$ cat config.mk
export PLATFORM = sky130hd
export DESIGN_NAME = bus_dev_port
export DESIGN_NICKNAME = d
export VERILOG_FILES = /design/src/rtl/bus_dev_pkg.sv /design/src/rtl/sync_fifo_fwft.sv /design/src/rtl/bus_dev_port.sv
export SDC_FILE = /design/constraint.sdc
export NUM_CORES = 1
export LEC_CHECK = 0
export ABC_AREA = 0
export BUFFER_PORTS_ARGS = -buffer_cell sky130_fd_sc_hd__buf_2
export CAP_MARGIN = 5
export CORE_MARGIN = 2
export CORE_UTILIZATION = 40
export DETAILED_ROUTE_END_ITERATION = 16
export PLACE_DENSITY_LB_ADDON = 0.1
export SYNTH_ARGS = -nofsm -noshare
export SYNTH_HDL_FRONTEND = slang
export SYNTH_SLANG_ARGS = --single-unit
$ cat constraint.sdc
create_clock -name clk -period 4.6 [get_ports clk]
set_input_delay 0.92 -clock clk [delete_from_list [all_inputs] [get_ports clk]]
set_output_delay 0.92 -clock clk [all_outputs]
set_load 0.02 [all_outputs]
$ cat src/rtl/bus_dev_pkg.sv
// Shared definitions for the bus device endpoint.
//   ID_W / BROADCAST : destination-ID field width and the wildcard ID.
//   sat_cnt_t        : 8-bit saturating event counter type.
//   dest_of()        : extracts the destination ID from the top of a packet.
//   sat_inc()        : increments a sat_cnt_t, holding at its maximum.
package bus_dev_pkg;

  localparam int ID_W      = 8;
  localparam int PKT_MAX_W = 64;
  localparam logic [ID_W-1:0] BROADCAST = 8'hFF;

  localparam int CNT_W = 8;
  typedef logic [CNT_W-1:0] sat_cnt_t;

  // pkt is the packet zero-extended to PKT_MAX_W; pkt_w is its real width.
  function automatic logic [ID_W-1:0] dest_of(input logic [PKT_MAX_W-1:0] pkt,
                                              input int unsigned          pkt_w);
    logic [PKT_MAX_W-1:0] sh;
    sh = pkt >> (pkt_w - ID_W);
    return sh[ID_W-1:0];
  endfunction

  function automatic sat_cnt_t sat_inc(input sat_cnt_t c);
    return (c == {CNT_W{1'b1}}) ? c : c + 1'b1;
  endfunction

endpackage

$ cat src/rtl/sync_fifo_fwft.sv
// Register-based synchronous FIFO with first-word-fall-through output.
// Depth may be any integer >= 2; pointers wrap explicitly at depth-1.
// Ports:
//   clk, reset      : clock, asynchronous active-high reset
//   wr_en, wr_data  : write strobe / data (accepted if not full, or full with rd_en)
//   rd_en, rd_data  : read strobe / head entry (0 while empty)
//   full, empty     : occupancy flags
//   count           : occupancy, 0..depth
//   ovf, udf        : one-cycle pulses for a dropped write / ignored read
module sync_fifo_fwft
  import bus_dev_pkg::*;
#(
  parameter int width = 16,
  parameter int depth = 8
) (
  input  logic                       clk,
  input  logic                       reset,
  input  logic                       wr_en,
  input  logic [width-1:0]           wr_data,
  input  logic                       rd_en,
  output logic [width-1:0]           rd_data,
  output logic                       full,
  output logic                       empty,
  output logic [$clog2(depth+1)-1:0] count,
  output logic                       ovf,
  output logic                       udf
);

  localparam int PTR_W = $clog2(depth);
  localparam int OCC_W = $clog2(depth + 1);

  logic [width-1:0] mem_q [depth];
  logic [PTR_W-1:0] wr_ptr_q, wr_ptr_d;
  logic [PTR_W-1:0] rd_ptr_q, rd_ptr_d;
  logic [OCC_W-1:0] count_q, count_d;
  logic             wr_acc, rd_acc;

  function automatic logic [PTR_W-1:0] next_ptr(input logic [PTR_W-1:0] p);
    return (p == PTR_W'(depth - 1)) ? '0 : p + 1'b1;
  endfunction

  assign full  = (count_q == OCC_W'(depth));
  assign empty = (count_q == '0);
  assign count = count_q;

  // A full queue still takes a write when the head leaves in the same cycle.
  assign wr_acc = wr_en && (!full || rd_en);
  assign rd_acc = rd_en && !empty;
  assign ovf    = wr_en && full && !rd_en;
  assign udf    = rd_en && empty;

  assign rd_data = empty ? '0 : mem_q[rd_ptr_q];

  always_comb begin
    wr_ptr_d = wr_ptr_q;
    rd_ptr_d = rd_ptr_q;
    count_d  = count_q;
    if (wr_acc) wr_ptr_d = next_ptr(wr_ptr_q);
    if (rd_acc) rd_ptr_d = next_ptr(rd_ptr_q);
    case ({wr_acc, rd_acc})
      2'b10:   count_d = count_q + 1'b1;
      2'b01:   count_d = count_q - 1'b1;
      default: count_d = count_q;
    endcase
  end

  always_ff @(posedge clk or posedge reset) begin
    if (reset) begin
      wr_ptr_q <= '0;
      rd_ptr_q <= '0;
      count_q  <= '0;
    end else begin
      wr_ptr_q <= wr_ptr_d;
      rd_ptr_q <= rd_ptr_d;
      count_q  <= count_d;
    end
  end

  // Storage is not reset; the empty flag masks stale contents on rd_data.
  always_ff @(posedge clk) begin
    if (wr_acc) mem_q[wr_ptr_q] <= wr_data;
  end

endmodule

$ cat src/rtl/bus_dev_port.sv
// Per-device bus endpoint: a TX queue feeding the arbiter and an RX queue
// fed by the arbiter through a destination-ID filter.
// Ports:
//   clk, reset             : clock, asynchronous active-high reset
//   wr_en, wr_data         : host write into TX
//   tx_full, tx_count      : TX status
//   pndng, D_pop, pop      : arbiter side of TX (FWFT head, consume strobe)
//   push, D_push           : arbiter delivery into RX
//   rd_en, rd_data         : host read from RX (FWFT head)
//   rx_empty, rx_count     : RX status
//   tx_drop_cnt, rx_drop_cnt : saturating counts of writes lost to a full queue
//   err_flags              : sticky [0] pop-empty, [1] misrouted, [2] read-empty
module bus_dev_port
  import bus_dev_pkg::*;
#(
  parameter int              pckg_sz   = 16,
  parameter int              fifo_size = 8,
  parameter int              dev_id    = 0,
  parameter logic [ID_W-1:0] broadcast = BROADCAST
) (
  input  logic                           clk,
  input  logic                           reset,
  input  logic                           wr_en,
  input  logic [pckg_sz-1:0]             wr_data,
  output logic                           tx_full,
  output logic [$clog2(fifo_size+1)-1:0] tx_count,
  output logic                           pndng,
  output logic [pckg_sz-1:0]             D_pop,
  input  logic                           pop,
  input  logic                           push,
  input  logic [pckg_sz-1:0]             D_push,
  input  logic                           rd_en,
  output logic [pckg_sz-1:0]             rd_data,
  output logic                           rx_empty,
  output logic [$clog2(fifo_size+1)-1:0] rx_count,
  output logic [7:0]                     tx_drop_cnt,
  output logic [7:0]                     rx_drop_cnt,
  output logic [2:0]                     err_flags
);

  logic            tx_empty, tx_ovf, tx_udf;
  logic            rx_full, rx_ovf, rx_udf;
  logic [ID_W-1:0] dest;
  logic            accept, misroute;

  sat_cnt_t   tx_drop_q, tx_drop_d;
  sat_cnt_t   rx_drop_q, rx_drop_d;
  logic [2:0] err_q, err_d;

  sync_fifo_fwft #(.width(pckg_sz), .depth(fifo_size)) u_tx (
    .clk     (clk),
    .reset   (reset),
    .wr_en   (wr_en),
    .wr_data (wr_data),
    .rd_en   (pop),
    .rd_data (D_pop),
    .full    (tx_full),
    .empty   (tx_empty),
    .count   (tx_count),
    .ovf     (tx_ovf),
    .udf     (tx_udf)
  );

  assign pndng = !tx_empty;

  assign dest     = dest_of(PKT_MAX_W'(D_push), pckg_sz);
  assign accept   = push && ((dest == ID_W'(dev_id)) || (dest == broadcast));
  assign misroute = push && !accept;

  sync_fifo_fwft #(.width(pckg_sz), .depth(fifo_size)) u_rx (
    .clk     (clk),
    .reset   (reset),
    .wr_en   (accept),
    .wr_data (D_push),
    .rd_en   (rd_en),
    .rd_data (rd_data),
    .full    (rx_full),
    .empty   (rx_empty),
    .count   (rx_count),
    .ovf     (rx_ovf),
    .udf     (rx_udf)
  );

  always_comb begin
    tx_drop_d = tx_ovf ? sat_inc(tx_drop_q) : tx_drop_q;
    rx_drop_d = rx_ovf ? sat_inc(rx_drop_q) : rx_drop_q;
    err_d     = err_q | {rx_udf, misroute, tx_udf};
  end

  always_ff @(posedge clk or posedge reset) begin
    if (reset) begin
      tx_drop_q <= '0;
      rx_drop_q <= '0;
      err_q     <= '0;
    end else begin
      tx_drop_q <= tx_drop_d;
      rx_drop_q <= rx_drop_d;
      err_q     <= err_d;
    end
  end

  assign tx_drop_cnt = tx_drop_q;
  assign rx_drop_cnt = rx_drop_q;
  assign err_flags   = err_q;

endmodule

---- Word level (Yosys, flattened, before mapping) ----
Memories as Yosys holds them, arrays and structs flattened.
Cells that the tools add are included.
storage, ports and cells
  flip-flop bits (word level) ............. 39
  bits in writable memories ............... 256
  input port bits ......................... 38
  output and inout port bits .............. 62
  memories kept ........................... 2
cells by class
  add/subtract/negate cells ............... 10
  eq/ne operators ......................... 13
  multiplexer cells ....................... 12
  bitwise logic cells ..................... 3
  reduce and logical (&&, ||, !) cells .... 29
memories
  name        depth  width  rd ports  clocked after memory_dff  write ports  RTL line              RTL
  u_rx.mem_q  8      16     1         0                         1            sync_fifo_fwft.sv:32  logic [width-1:0] mem_q [depth];
  u_tx.mem_q  8      16     1         0                         1            sync_fifo_fwft.sv:32
operators with widths
  cell                                                                 count
  16-bit two-way mux                                                   2
  8-bit == test (second input constant)                                3
  8-bit by 1-bit adder with 8-bit output (second input constant)       2
  4-bit case mux with 2 select lines                                   2
  3-bit by 1-bit adder with 3-bit output (second input constant)       4
  3-bit == test (second input constant)                                4
  1-bit logical AND                                                    12
  3-bit two-way mux                                                    4
  4-bit by 1-bit adder with 4-bit output (second input constant)       2
  4-bit == test (second input constant)                                2
  4-bit logical NOT                                                    2
  8-bit logical NOT                                                    1
  4-bit by 1-bit subtractor with 4-bit output (second input constant)  2
  1-bit logical NOT                                                    7
  2-bit by 1-bit == test with 1-bit output (second input constant)     2
  2-bit == test (second input constant)                                2
  1-bit two-way mux                                                    4
  2-bit AND reduction                                                  2
  2-bit nonzero test                                                   2
  1-bit logical OR                                                     3
  3-bit OR                                                             1
  1-bit inverter                                                       2

---- Depth between registers and ports, before layout ----
  depth after elaboration ................. 6
  depth in mapped cells ................... 13
  mapped depth without buffers ............ 11

---- Hierarchy ----
A second synthesis with hierarchy kept.
second synthesis, totals
  cells, all modules ...................... 602
  area, all modules ....................... 11927.7 sq um
by module, submodules not included
  module          instances  cells an instance  area an instance (sq um)  sequential area each (sq um)
  sync_fifo_fwft  2          257                5484.0                    4093.9
  bus_dev_port    1          88                 959.7                     475.5

---- Least setup slack after synthesis ----
OpenSTA, ideal clock, no wires.
  kind .................................... input to register
  start ................................... input D_push[14]
  end ..................................... memory u_rx.mem_q[2][0] (enable)
  setup time .............................. 431 ps
  arrival time ............................ 3594 ps
  slack ................................... 575 ps
  stages .................................. 6
  buffers on the path ..................... 2
  cell sequence ........................... nand4_1 -> or2_2 -> buf_2 -> a21oi_1 -> clkbuf_1 -> nor4bb_1
on the way
  cells in the longest elaborated chain, start to end .. 6
  elaborated cells on any way between the ends .. 7
  those cells by class .................... 1 x eq/ne; 2 x mux; 4 x reduce/logical
ends and longest elaborated chain
  item                                                       RTL line              RTL
  from (decl)                                                bus_dev_port.sv:31    input logic [pckg_sz-1:0] D_push,
  8-bit == test / 8-bit logical NOT (equally long branches)  bus_dev_port.sv:67    assign accept = push && ((dest == ID_W'(dev_id)) || (dest == broadcast));
  1-bit logical OR *                                         bus_dev_port.sv:67
  1-bit logical AND *                                        bus_dev_port.sv:67
  1-bit logical AND *                                        sync_fifo_fwft.sv:47  assign wr_acc = wr_en && (!full || rd_en);
  1-bit two-way mux *                                        sync_fifo_fwft.sv:81  if (wr_acc) mem_q[wr_ptr_q] <= wr_data;
  1-bit two-way mux (not written as such) *                  sync_fifo_fwft.sv:81
  to (decl)                                                  sync_fifo_fwft.sv:32
Every way passes the cells marked *; elsewhere a longest branch is shown, timed or not.

---- Worst setup path in the final report ----
  start ................................... register u_tx.rd_ptr_q[0]
  end ..................................... output D_pop[4]
on the way
  cells in the longest elaborated chain, start to end .. 2
ends and longest elaborated chain
  item                    RTL line              RTL
  from (decl)             sync_fifo_fwft.sv:34  logic [PTR_W-1:0] rd_ptr_q, rd_ptr_d;
  from (signal assigned)  sync_fifo_fwft.sv:74  rd_ptr_q <= rd_ptr_d;
  memory read 8 x 16 bit  --
  16-bit two-way mux      sync_fifo_fwft.sv:52  assign rd_data = empty ? '0 : mem_q[rd_ptr_q];
  to (decl)               bus_dev_port.sv:28    output logic [pckg_sz-1:0] D_pop,
No other way between the ends.

==> flow_metrics.env <==
export IMPL_dieHeight_um=176
export IMPL_finalMaxSlewViolations=0
export IMPL_hpwlAfterDp_um=15100
export IMPL_wire_per_inst_um=21.2
export IMPL_synthesis_instances=608
export IMPL_route_vias_total=5909
export IMPL_skew_ns=0.00675
export IMPL_outcome="finished clean"
export IMPL_max_cap_violations=0
export IMPL_setup_worst_path_class="reg -> out"
export IMPL_setup_ws_pre_cts_ns=1.07
export IMPL_remaining_drc_errors=0
export IMPL_wirelength_um=24300
export IMPL_antenna_cells=0
export IMPL_fp_row_count=63
export IMPL_timing_fmax_mhz=290
export IMPL_rsz_0062_raised_after_global_routing="false"
export IMPL_grt_total_usage_pct=15.9
export IMPL_synth_area_per_cell_um2=19.5
export IMPL_finalWorstPathRequiredPeriod_ns=3.45
export IMPL_worst_endpoint_required_ns=3.68
export IMPL_first_pass_grt_wire_length_um=37300
export IMPL_tightest_pin_transition_ns=1.15
export IMPL_cts_htree_levels=1
export IMPL_crit_path_max_incr_delay_ns=0.64
export IMPL_utilization_pct=47.3
export IMPL_clock_latency_ns=0.54
export IMPL_holdWs_ns=0.453
export IMPL_worst_path_max_delay_cell="dfrtp_2"
export IMPL_synth_seq_area_share_pct=72.9
export IMPL_initial_utilization_pct=40.3
export IMPL_die_width_um=176
export IMPL_critPathLaunchType="flop"
export IMPL_pin_count_of_the_biggest_net_entering_global_routing=40
export IMPL_clock_root_buffer="clkbuf_16"
export IMPL_antenna_found_initial=1
export IMPL_core_region_area_um2=29500
export IMPL_detailedRoute_firstPassIterationCount=5
export IMPL_postSynthRegisterBits=295
export IMPL_setup_slack_ns=1.15
export IMPL_setup_worst_path_end_class="primary output"
export IMPL_layout_drive_gt1_share_pct=33.9
export IMPL_yosysWarnings=0
export IMPL_power_leakage_nw=5.02
export IMPL_max_slew_margin_pct=23.4
export IMPL_globalRoute_totalOverflow=0
export IMPL_netlist_area_um2=11900
export IMPL_numCtsBuffers=30
export IMPL_worst_endpoint_arrival_ns=2.53
export IMPL_cp_max_fo=13
export IMPL_path_cells="buf_4 -> mux4_2 -> mux2i_1 -> nor2_1 -> buf_2"
export IMPL_routed_via_density=5.16
export IMPL_syn_num_nets=663
export IMPL_place_port_buffers=99
export IMPL_drc_violation_total_after_the_first_tritonroute_iteration=479
export IMPL_post_drt_antenna_nets=0
export IMPL_ir_drop_uv=313
export IMPL_timing_hold_violations_final=0
export IMPL_count_of_final_setup_violators=0
export IMPL_setup_tns_ns=0
export IMPL_min_period_over_period_pct=74.9
export IMPL_clkSlewWorstSetupHoldPaths_ns=0.06
export IMPL_cts_tree="done"
export IMPL_cts_repair_resized=0
export IMPL_p_per_area_nw_per_um2=598
export IMPL_floorplan_die_area_um2=31100
export IMPL_post_cts_setup_buffer_count=0
export IMPL_netlist_cell_type_count=43
export IMPL_numClockSinks=295
export IMPL_globalplace_congestion=0.715
export IMPL_cts_path_max_buffers=3
export IMPL_area_growth_syn_to_layout_pct=17.4
export IMPL_top_level_ports=100
export IMPL_holdBufCountCts=0
export IMPL_first_global_vias=6358
export IMPL_type_of_the_most_critical_hold_path="reg -> reg"
export IMPL_final_stage_net_count=787
area by class of cell:
type | count | area [um2]
Multi-Input combinational cell | 278 | 3170
Clock inverter | 21 | 156
Timing Repair Buffer | 117 | 643
Fill cell | 2497 | 15500
Inverter | 10 | 37.5
Tap cell | 390 | 488
Sequential cell | 295 | 8670
Clock buffer | 34 | 787
cells by family (layout without fill, tap and decap cells):
logic type	Yosys count	count (layout)	synth area share (%)
DFF	295	295	72.9
muxes	109	109	16.1
and+or+nand+nor	103	103	4.83
buffers and inverters	35	182	1.18
AOI/OAI and AO/OA	27	27	1.55
xor gates and xnor gates	22	22	1.62
adders and majority gates	17	17	1.85
registers in the layout, summed over array words and instances (netlist names):
register	flops
err_flags	3
u_tx.mem_q	128
u_rx.wr_ptr_q	3
u_tx.rd_ptr_q	3
tx_drop_cnt	8
u_tx.count	4
u_rx.mem_q	128
u_tx.wr_ptr_q	3
u_rx.rd_ptr_q	3
rx_drop_cnt	8
u_rx.count	4
worst paths after layout:
path                       slack [ns]  depth (start not counted)                    startpoint                           end
max                              1.15                          5  u_tx.rd_ptr_q[0]$_DFFE_PP0P_                      D_pop[4]
min                              0.45                          1        err_flags[0]$_DFF_PP0_        err_flags[0]$_DFF_PP0_
max reg2reg                      1.54                          8     u_tx.count[0]$_DFFE_PP0P_     u_tx.count[3]$_DFFE_PP0P_
min reg2reg                      0.45                          1        err_flags[0]$_DFF_PP0_        err_flags[0]$_DFF_PP0_
max in group asynchronous        3.72                          3                         reset  u_tx.rd_ptr_q[1]$_DFFE_PP0P_
min in group asynchronous        0.50                          3                         reset    tx_drop_cnt[4]$_DFFE_PP0P_
synth_stat cells, drive strengths merged:
cell type / count / area share [%]
nor4bb: 2 / 0.17
nor3: 7 / 0.29
or4b: 1 / 0.12
a211oi: 6 / 0.38
and4: 3 / 0.22
nor2b: 2 / 0.11
inv: 10 / 0.32
nand4: 10 / 0.53
mux2i: 34 / 2.9
mux2: 11 / 1.1
nor4: 4 / 0.26
o21ai: 7 / 0.33
nor2: 41 / 1.3
nand2b: 4 / 0.21
nor3b: 2 / 0.22
buf: 11 / 0.42
a21o: 7 / 0.44
a21oi: 4 / 0.17
a31o: 1 / 0.074
mux4: 64 / 12
edfxtp: 256 / 65
or3: 1 / 0.095
and2: 3 / 0.16
dfrtp: 39 / 8.2
fa: 1 / 0.17
o211ai: 1 / 0.063
ha: 16 / 1.7
xor2: 11 / 0.81
clkbuf: 14 / 0.44
a2111o: 1 / 0.095
and3: 4 / 0.21
xnor2: 11 / 0.81
nand3b: 1 / 0.063
and4b: 3 / 0.25
nand3: 5 / 0.21
and3b: 2 / 0.15
or2: 1 / 0.053
nand2: 7 / 0.22
critical path: cells and delay by family, from the launching register on:
| kind | cells | cell delay (ns) |
|---|---|---|
| simple gates | 1 | 0.10 |
| buf+inv | 2 | 0.56 |
| mux | 2 | 0.67 |
| flops | 1 | 0.64 |
layer usage:
layer | wire length [um] | vias to the layer above | GRT usage (%) | share of wire, %
met5 | 11 | - | 0 | 0.045
met4 | 408 | 2 | 3.10 | 1.7
met3 | 1130 | 30 | 2.89 | 4.6
met2 | 12700 | 134 | 28.2 | 52
met1 | 10000 | 3047 | 20.7 | 41
li1 | - | 2696 | - | -
cell usage in the layout, fill, tap and decap left out, types with 5 or more instances in the layout:
cell	count
o21ai_0	6
nor2_1	41
nand2_1	7
nand4_1	10
nand3_1	5
ha_1	16
xor2_1	11
mux4_2	64
a21o_1	7
mux2i_1	34
buf_4	17
clkbuf_16	31
buf_2	99
mux2_2	10
xnor2_1	11
clkinv_2	10
dfrtp_1	35
edfxtp_1	256
inv_1	10
clkinv_1	6
a211oi_1	6
stage by stage:
step                instance area (um2)  power [mW]  std cells
global route                      14000        8.80       1145
floorplan                         11900        5.27        608
finish                            14000        8.34       1145
global placement                  13000        6.12       1090
CTS                               14000        8.51       1145
detailed placement                13000        6.18       1090
where the power goes:
group / internal [mW] / switching (mW) / leakage [nW]
Clock: 1.33 / 0.966 / 0.467
Combinational: 1.15 / 1.30 / 1.75
Sequential: 3.18 / 0.419 / 2.80
No activity file was read; power rests on OpenSTA's default activity.
